[src/rtl/dmem_arb_pkg.sv]
// -----------------------------------------------------------------------------
// dmem_arb_pkg
// Shared types and default constants for the data-memory arbiter.
//   state_e : sequencer states (IDLE, ACCESS, RESP)
//   gid_t   : requester / grant identifier (0 = CPU, 1 = debug loader)
//   DEF_*   : default address/data widths and implemented memory depth
// -----------------------------------------------------------------------------
package dmem_arb_pkg;

    localparam int DEF_ADDR_W = 15;
    localparam int DEF_DATA_W = 32;
    localparam int DEF_DEPTH  = 256;
    localparam int PERF_W     = 16;

    typedef enum logic [1:0] {
        IDLE   = 2'd0,
        ACCESS = 2'd1,
        RESP   = 2'd2
    } state_e;

    typedef logic gid_t;

endpackage : dmem_arb_pkg

[src/rtl/dmem_arbiter_rr_arb2.sv]
// -----------------------------------------------------------------------------
// rr_arb2
// Combinational two-input picker.
//   valid0_i, valid1_i : request lines
//   last_grant_i       : requester granted most recently
//   grant_o            : winning requester id
//   grant_valid_o      : at least one request is present
// Parameter FIXED_PRIO: 0 = round-robin on ties, 1 = requester 0 always wins.
// -----------------------------------------------------------------------------
module rr_arb2
    import dmem_arb_pkg::*;
#(
    parameter int FIXED_PRIO = 0
) (
    input  logic valid0_i,
    input  logic valid1_i,
    input  gid_t last_grant_i,
    output gid_t grant_o,
    output logic grant_valid_o
);

    always_comb begin
        // NOTE: every always_comb output gets a default first so no path leaves it unassigned (no latch).
        grant_o       = 1'b0;
        grant_valid_o = valid0_i | valid1_i;
        if (valid0_i && valid1_i) begin
            // On a tie, round-robin hands the grant to whoever did not win last.
            grant_o = (FIXED_PRIO != 0) ? 1'b0 : ~last_grant_i;
        end else if (valid1_i) begin
            grant_o = 1'b1;
        end
    end

endmodule : rr_arb2

[src/rtl/dmem_arbiter.sv]
// -----------------------------------------------------------------------------
// dmem_arbiter
// Two-requester arbiter and access sequencer for a single-port data memory.
// Requester 0 is the CPU load/store stage, requester 1 the debug/program
// loader. One transaction at a time: IDLE (accept) -> ACCESS (optional wait
// states, then one sample/write cycle) -> RESP (one-cycle response).
//
// Ports
//   clk, rst_n                       clock, asynchronous active-low reset
//   reqN_valid/we/addr/wdata         request from requester N (held until ready)
//   reqN_ready                       combinational accept strobe
//   rspN_valid                       one-cycle response strobe
//   rsp_rdata, rsp_err               shared registered read data / range error
//   mem_addr, mem_we, mem_wdata      memory port drive
//   mem_rdata                        combinational memory read data
//   busy                             high in ACCESS or RESP
//   gnt_cnt0/1, conflict_cnt         performance counters (DMEM_ARB_PERF_EN only)
//
// Build option: define DMEM_ARB_PERF_EN to add the saturating counters.
// -----------------------------------------------------------------------------
module dmem_arbiter
    import dmem_arb_pkg::*;
#(
    parameter int ADDR_W      = DEF_ADDR_W,
    parameter int DATA_W      = DEF_DATA_W,
    parameter int DEPTH       = DEF_DEPTH,
    parameter int WAIT_STATES = 0,
    parameter int FIXED_PRIO  = 0
) (
    input  logic              clk,
    input  logic              rst_n,

    input  logic              req0_valid,
    input  logic              req0_we,
    input  logic [ADDR_W-1:0] req0_addr,
    input  logic [DATA_W-1:0] req0_wdata,
    output logic              req0_ready,
    output logic              rsp0_valid,

    input  logic              req1_valid,
    input  logic              req1_we,
    input  logic [ADDR_W-1:0] req1_addr,
    input  logic [DATA_W-1:0] req1_wdata,
    output logic              req1_ready,
    output logic              rsp1_valid,

    output logic [DATA_W-1:0] rsp_rdata,
    output logic              rsp_err,

    output logic [ADDR_W-1:0] mem_addr,
    output logic              mem_we,
    output logic [DATA_W-1:0] mem_wdata,
    input  logic [DATA_W-1:0] mem_rdata,

    output logic              busy
`ifdef DMEM_ARB_PERF_EN
    ,
    output logic [PERF_W-1:0] gnt_cnt0,
    output logic [PERF_W-1:0] gnt_cnt1,
    output logic [PERF_W-1:0] conflict_cnt
`endif
);

    localparam logic [3:0]      WS_C    = 4'(WAIT_STATES);
    localparam logic [ADDR_W:0] DEPTH_C = (ADDR_W + 1)'(DEPTH);

    state_e            state_q, state_d;
    logic [3:0]        wcnt_q, wcnt_d;
    gid_t              gid_q;
    gid_t              last_grant_q;
    logic              we_q;
    logic [ADDR_W-1:0] addr_q;
    logic [DATA_W-1:0] wdata_q;
    logic [DATA_W-1:0] rdata_q;
    logic              err_q;

    gid_t              gnt;
    logic              gnt_valid;
    logic              accept;
    logic              sample;
    logic              in_range;

    rr_arb2 #(
        .FIXED_PRIO (FIXED_PRIO)
    ) u_rr_arb2 (
        .valid0_i      (req0_valid),
        .valid1_i      (req1_valid),
        .last_grant_i  (last_grant_q),
        .grant_o       (gnt),
        .grant_valid_o (gnt_valid)
    );

    assign accept   = (state_q == IDLE) && gnt_valid;
    assign sample   = (state_q == ACCESS) && (wcnt_q == WS_C);
    assign in_range = {1'b0, addr_q} < DEPTH_C;

    // Ready is gated by rst_n so neither requester sees an accept during reset.
    assign req0_ready = rst_n && accept && (gnt == 1'b0);
    assign req1_ready = rst_n && accept && (gnt == 1'b1);

    // Decoded purely from registered state, so mem_we has no combinational
    // path from the request inputs and drops as soon as reset clears state.
    assign mem_we     = sample && we_q && in_range;
    assign mem_addr   = addr_q;
    assign mem_wdata  = wdata_q;
    assign rsp_rdata  = rdata_q;
    assign rsp_err    = err_q;
    assign rsp0_valid = (state_q == RESP) && (gid_q == 1'b0);
    assign rsp1_valid = (state_q == RESP) && (gid_q == 1'b1);
    assign busy       = (state_q != IDLE);

    always_comb begin
        state_d = state_q;
        wcnt_d  = wcnt_q;
        unique case (state_q)
            IDLE: begin
                if (accept) begin
                    state_d = ACCESS;
                    wcnt_d  = '0;
                end
            end
            ACCESS: begin
                if (sample) begin
                    state_d = RESP;
                end else begin
                    wcnt_d = wcnt_q + 4'd1;
                end
            end
            RESP:    state_d = IDLE;
            default: state_d = IDLE;
        endcase
    end

    always_ff @(posedge clk or negedge rst_n) begin
        // NOTE: sequential state uses non-blocking (<=) so every register samples pre-edge values.
        if (!rst_n) begin
            state_q <= IDLE;
            wcnt_q  <= '0;
        end else begin
            state_q <= state_d;
            wcnt_q  <= wcnt_d;
        end
    end

    always_ff @(posedge clk or negedge rst_n) begin
        if (!rst_n) begin
            gid_q        <= 1'b0;
            last_grant_q <= 1'b1;   // requester 0 wins the first tie
            we_q         <= 1'b0;
            addr_q       <= '0;
            wdata_q      <= '0;
            rdata_q      <= '0;
            err_q        <= 1'b0;
        end else begin
            if (accept) begin
                gid_q        <= gnt;
                last_grant_q <= gnt;
                we_q         <= gnt ? req1_we    : req0_we;
                addr_q       <= gnt ? req1_addr  : req0_addr;
                wdata_q      <= gnt ? req1_wdata : req0_wdata;
            end
            if (sample) begin
                rdata_q <= (!we_q && in_range) ? mem_rdata : '0;
                err_q   <= !in_range;
            end
        end
    end

`ifdef DMEM_ARB_PERF_EN
    logic [PERF_W-1:0] gnt_cnt0_q, gnt_cnt1_q, conflict_cnt_q;

    always_ff @(posedge clk or negedge rst_n) begin
        if (!rst_n) begin
            gnt_cnt0_q     <= '0;
            gnt_cnt1_q     <= '0;
            conflict_cnt_q <= '0;
        end else begin
            if (accept && (gnt == 1'b0) && (gnt_cnt0_q != '1)) begin
                gnt_cnt0_q <= gnt_cnt0_q + 1'b1;
            end
            if (accept && (gnt == 1'b1) && (gnt_cnt1_q != '1)) begin
                gnt_cnt1_q <= gnt_cnt1_q + 1'b1;
            end
            if ((state_q == IDLE) && req0_valid && req1_valid && (conflict_cnt_q != '1)) begin
                conflict_cnt_q <= conflict_cnt_q + 1'b1;
            end
        end
    end

    assign gnt_cnt0     = gnt_cnt0_q;
    assign gnt_cnt1     = gnt_cnt1_q;
    assign conflict_cnt = conflict_cnt_q;
`endif

endmodule : dmem_arbiter

[config.mk]
export PLATFORM = sky130hd
export DESIGN_NAME = dmem_arbiter
export DESIGN_NICKNAME = d
export VERILOG_FILES = /design/src/rtl/dmem_arb_pkg.sv /design/src/rtl/dmem_arbiter_rr_arb2.sv /design/src/rtl/dmem_arbiter.sv
export SDC_FILE = /design/constraint.sdc
export NUM_CORES = 1
export LEC_CHECK = 0
export ABC_AREA = 1
export CAP_MARGIN = 20
export CORE_UTILIZATION = 40
export CTS_CLUSTER_DIAMETER = 200
export CTS_CLUSTER_SIZE = 16
export DETAILED_ROUTE_END_ITERATION = 6
export GPL_TIMING_DRIVEN = 0
export PLACE_DENSITY_LB_ADDON = 0.08
export SYNTH_ARGS = -nofsm -noshare
export SYNTH_HDL_FRONTEND = slang
export SYNTH_HIERARCHICAL = 1
export SYNTH_SLANG_ARGS = --single-unit
[constraint.sdc]
create_clock -name clk -period 1.72 [get_ports clk]
set_input_delay 0.258 -clock clk [delete_from_list [all_inputs] [get_ports clk]]
set_output_delay 0.258 -clock clk [all_outputs]
set_load 0.005 [all_outputs]
==> impl_results.rst <==
.. list-table::
   :header-rows: 1

   * - Metric
     - Value
   * - Routing layer with the top usage in global route
     - met2
   * - HP Class
     - in2async
   * - Synth Instances
     - 588
   * - Clock net sink count
     - 89
   * - Fraction of registers with async set/reset
     - 100%
   * - Routed WL per cell
     - 13.7 µm
   * - Final cell utilization of the core
     - 67.6%
   * - Dominant synthesized flop cell
     - dfrtp_1
   * - Total power of the final layout
     - 0.00968 W
   * - Placed inst area
     - 6860 µm²
   * - Deepest clock path buffer count
     - 2
   * - Number of distinct library cells after synthesis
     - 26
   * - DRC violations left
     - 0
   * - Number of input and output port buffers inserted
     - 217
   * - Worst vdd rail ir drop
     - 629 µV
   * - Startpoint Class
     - flop
   * - Total net switching power
     - 0.00335 W
   * - Maximum net fanout on the critical path
     - 3
   * - Number of warnings reported in the yosys synthesis log
     - 6
   * - Met3 demand-to-capacity share in global routing
     - 6.17%
   * - CTS tree
     - done
   * - Floorplan die area
     - 11600 µm²
   * - Placer congestion estimate
     - 0.762
   * - Longest individual stage delay on the worst path
     - 560 ps
   * - Cts bufs inserted
     - 9
   * - Total Routing Usage GR
     - 23.9%
   * - Area fraction of the dominant cell type after synthesis
     - 49.1%
   * - Count of maximum capacitance violations
     - 0
   * - Antenna diode instance count
     - 0
   * - Initial standard-cell utilization of the core
     - 41.2%
   * - Flop pwr share
     - 33.2%
   * - Crit path capture type
     - output pin
   * - Antenna violations before repair
     - 0
   * - Via count of the first global-routing pass
     - 4454
   * - GR Layer Usage met2
     - 41.4%
   * - Mux share of post-synthesis cell area
     - 0%
   * - Core Footprint
     - 10900 µm²
   * - Main combinational cell family by area after synthesis
     - simple AND/OR/NAND/NOR gates
   * - Static Leakage
     - 3.76 nW
   * - CTS H-tree depth
     - 3
   * - Via-per-instance ratio
     - 4.68
   * - Data arrival time of the critical path
     - 1580 ps
   * - Number of violations reported at the end of detailed-routing iteration 0
     - 254
   * - Post-synthesis adder-cell area fraction
     - 0.558%
   * - Clock tree root buffer cell
     - clkbuf_8
   * - Simple-gate share of the synthesized area
     - 28.9%
   * - Total of fill cells in the finished design
     - 925
   * - Internal
     - 0.00633 W
   * - Clock latency at the later pin of the worst-skew pair
     - 370 ps
   * - Met1 Track Usage GR
     - 27.9%
   * - Complex-gate fraction of the synthesized area
     - 8.64%
   * - Data required time of the worst path
     - 1460 ps
   * - Class of the most critical setup path
     - reg2out
   * - Total grt overflow
     - 0
   * - Total I/O pin count
     - 218
   * - Clk network pwr share
     - 20.1%
   * - Sum of routed wire length over all layers
     - 13.4 mm
   * - Total via count after detailed routing
     - 4583
   * - Yosys reg bits
     - 89
   * - Vertical extent of the die
     - 108 µm
   * - Final instance area
     - 7360 µm²
   * - Synthesized net count
     - 722
   * - Syn_area_per_cell
     - 7.63 µm²
   * - Detailed-placement wirelength estimate
     - 9.86 mm
   * - Count of placed standard cells in the final layout, fillers left out
     - 980
   * - Layout overhead on the synthesized area
     - 64.1%
   * - Post-placement cell count
     - 946
   * - Die X-Extent
     - 108 µm
   * - Number of cell rows
     - 38
   * - Maximum number of pins on one net before global-route repair
     - 60
   * - Violations in the final reports
     - negative setup slack
   * - Fin nets
     - 969
   * - Worst clock skew on the final layout
     - 10.8 ps
   * - Minimum clock period
     - 1840 ps
   * - Number of nets with antenna violations after detailed routing
     - 0
   * - CTS clock-pin slew for the worst setup and hold paths
     - 80 ps
   * - Pwr Density
     - 1320 nW/µm²
   * - Final Setup Violations
     - 2
   * - Post-Synthesis Cell Area
     - 4490 µm²
   * - Proportion of layout cells with a drive suffix above 1
     - 10.2%
   * - Ranking of synthesized cells by area
     - dfrtp_1, nand2_1, o211ai_1
   * - First-pass GRT wire length
     - 21.5 mm
   * - Dpl ws
     - -831 ps
   * - CP Cell Sequence
     - a21oi_4 > clkbuf_16 > buf_6 > nor3_4 > buf_2
   * - Combinational cell fraction of total power
     - 46.8%
   * - Switching power share of the total
     - 34.6%
   * - Crit share post-route
     - 107%
   * - Final hold violation count
     - 0
   * - Setup ws final
     - -119 ps
   * - Post-Synth XOR/XNOR Area
     - 0%
   * - Number of synthesized flops with an enable pin
     - 0
   * - Fmax
     - 544 MHz
   * - Run status
     - finished, violations left
   * - Max-slew violation count
     - 0
   * - Worst slew margin relative to its limit
     - 69.0%
   * - Cell taking the most area after synthesis
     - dfrtp_1
   * - Slowest cell on the critical path
     - dfstp_2
   * - Portion of the post-synthesis area used by sequential elements
     - 49.7%
   * - Worst-margin pin slew
     - 465 ps
   * - Pre-Repair DR Iteration Count
     - 4
   * - Setup repair after global routing missed its margin
     - yes
-- cells by family after synthesis --
kind of cell,Yosys count
and+or+nand+nor,315
DFF,89
buffers and inverters,128
adders and majority gates,2
AOI/OAI and AO/OA,54
-- cells in the final DEF, fill, tap and decap left out, types with 2 or more instances in the layout --
master	instances
buf_2	15
buf_4	24
buf_6	5
bufinv_16	4
clkbuf_1	7
clkbuf_8	11
clkdlybuf4s50_1	211
dfrtp_1	87
dlygate4sd2_1	2
inv_1	88
inv_2	5
nand2_1	224
nand2_2	3
nand3_1	38
nor2_1	38
nor2_4	2
nor3_1	2
o211ai_1	46
o21ai_0	3
o21ai_1	3
-- cell type report --
cell class | count | area, µm² | share of cell area [%]
clock buffers | 11 | 151 | 2.06
inverters | 94 | 358 | 4.86
multi-input cells | 371 | 1760 | 23.8
repair buffers | 240 | 2370 | 32.2
clock inverters | 5 | 125 | 1.70
well taps | 140 | 175 | 2.38
flip-flops and latches | 89 | 2230 | 30.3
plain buffers | 30 | 193 | 2.62
-- worst paths after layout --
check	start	end	slack [ps]	depth (start not counted)
worst max-delay path	last_grant_q$_DFFE_PN1N_	req0_ready	-120	5
worst min-delay path	rst_n	last_grant_q$_DFFE_PN1N_	450	2
worst max register to register	last_grant_q$_DFFE_PN1N_	mem_addr[1]$_DFFE_PN0N_	120	6
worst min register to register	mem_wdata[6]$_DFFE_PN0N_	mem_wdata[6]$_DFFE_PN0N_	490	2
max in group asynchronous	rst_n	mem_wdata[24]$_DFFE_PN0N_	960	3
min in group clk	mem_wdata[6]$_DFFE_PN0N_	mem_wdata[6]$_DFFE_PN0N_	490	2
-- sequential cells by signal, summed over array words and instances, names as in the netlist --
| signal | cells |
|---|---|
| gid_q | 1 |
| state_q | 2 |
| wcnt_q | 4 |
| rsp_rdata | 32 |
| rsp_err | 1 |
| mem_wdata | 32 |
| last_grant_q | 1 |
| mem_addr | 15 |
| we_q | 1 |
-- power by group through the flow --
stage               Combinational (W)  Clock, W  Sequential [W]
floorplan                     0.00198         0         0.00325
global placement              0.00432         0         0.00321
detailed placement            0.00438         0         0.00322
CTS                           0.00459   0.00197         0.00321
global route                  0.00500   0.00204         0.00330
finish                        0.00453   0.00194         0.00321
-- per-stage QoR --
stage                     hold slack, ps  setup TNS (ps)
after floorplan                    -37.6               0
after global placement               459         -280400
after detailed placement             234           -9740
after CTS                            443            -335
after global routing                 449            -387
final                                451            -189
-- critical path, delay by kind of cell, from the launching register on --
family | cells | cell delay (ps)
simple gates | 1 | 170
compound gates | 1 | 70
buf+inv | 3 | 420
flops | 1 | 560
-- cell usage after synthesis, types with 4 or more instances --
library cell  number
clkbuf_1          10
nand3_1           38
o211ai_1          46
nor2_1            38
nand2_1          225
buf_6              4
inv_1             91
dfrtp_1           88
buf_4              5
buf_2             15
-- routing by layer --
metal	wire length (µm)	share of wire, %
met1	5500	41
met2	6490	48
met3	1050	7.9
met4	341	2.5
met5	0	0
-- timing repair --
action	CTS	global route
setup endpoints to repair	5	19
pin swaps	6	6
buffers inserted	17	3
resized for setup	33	4
gates cloned	0	0
endpoints found under the hold margin	29	0
hold buffers	2	0
(Power assumes the default switching activity.)
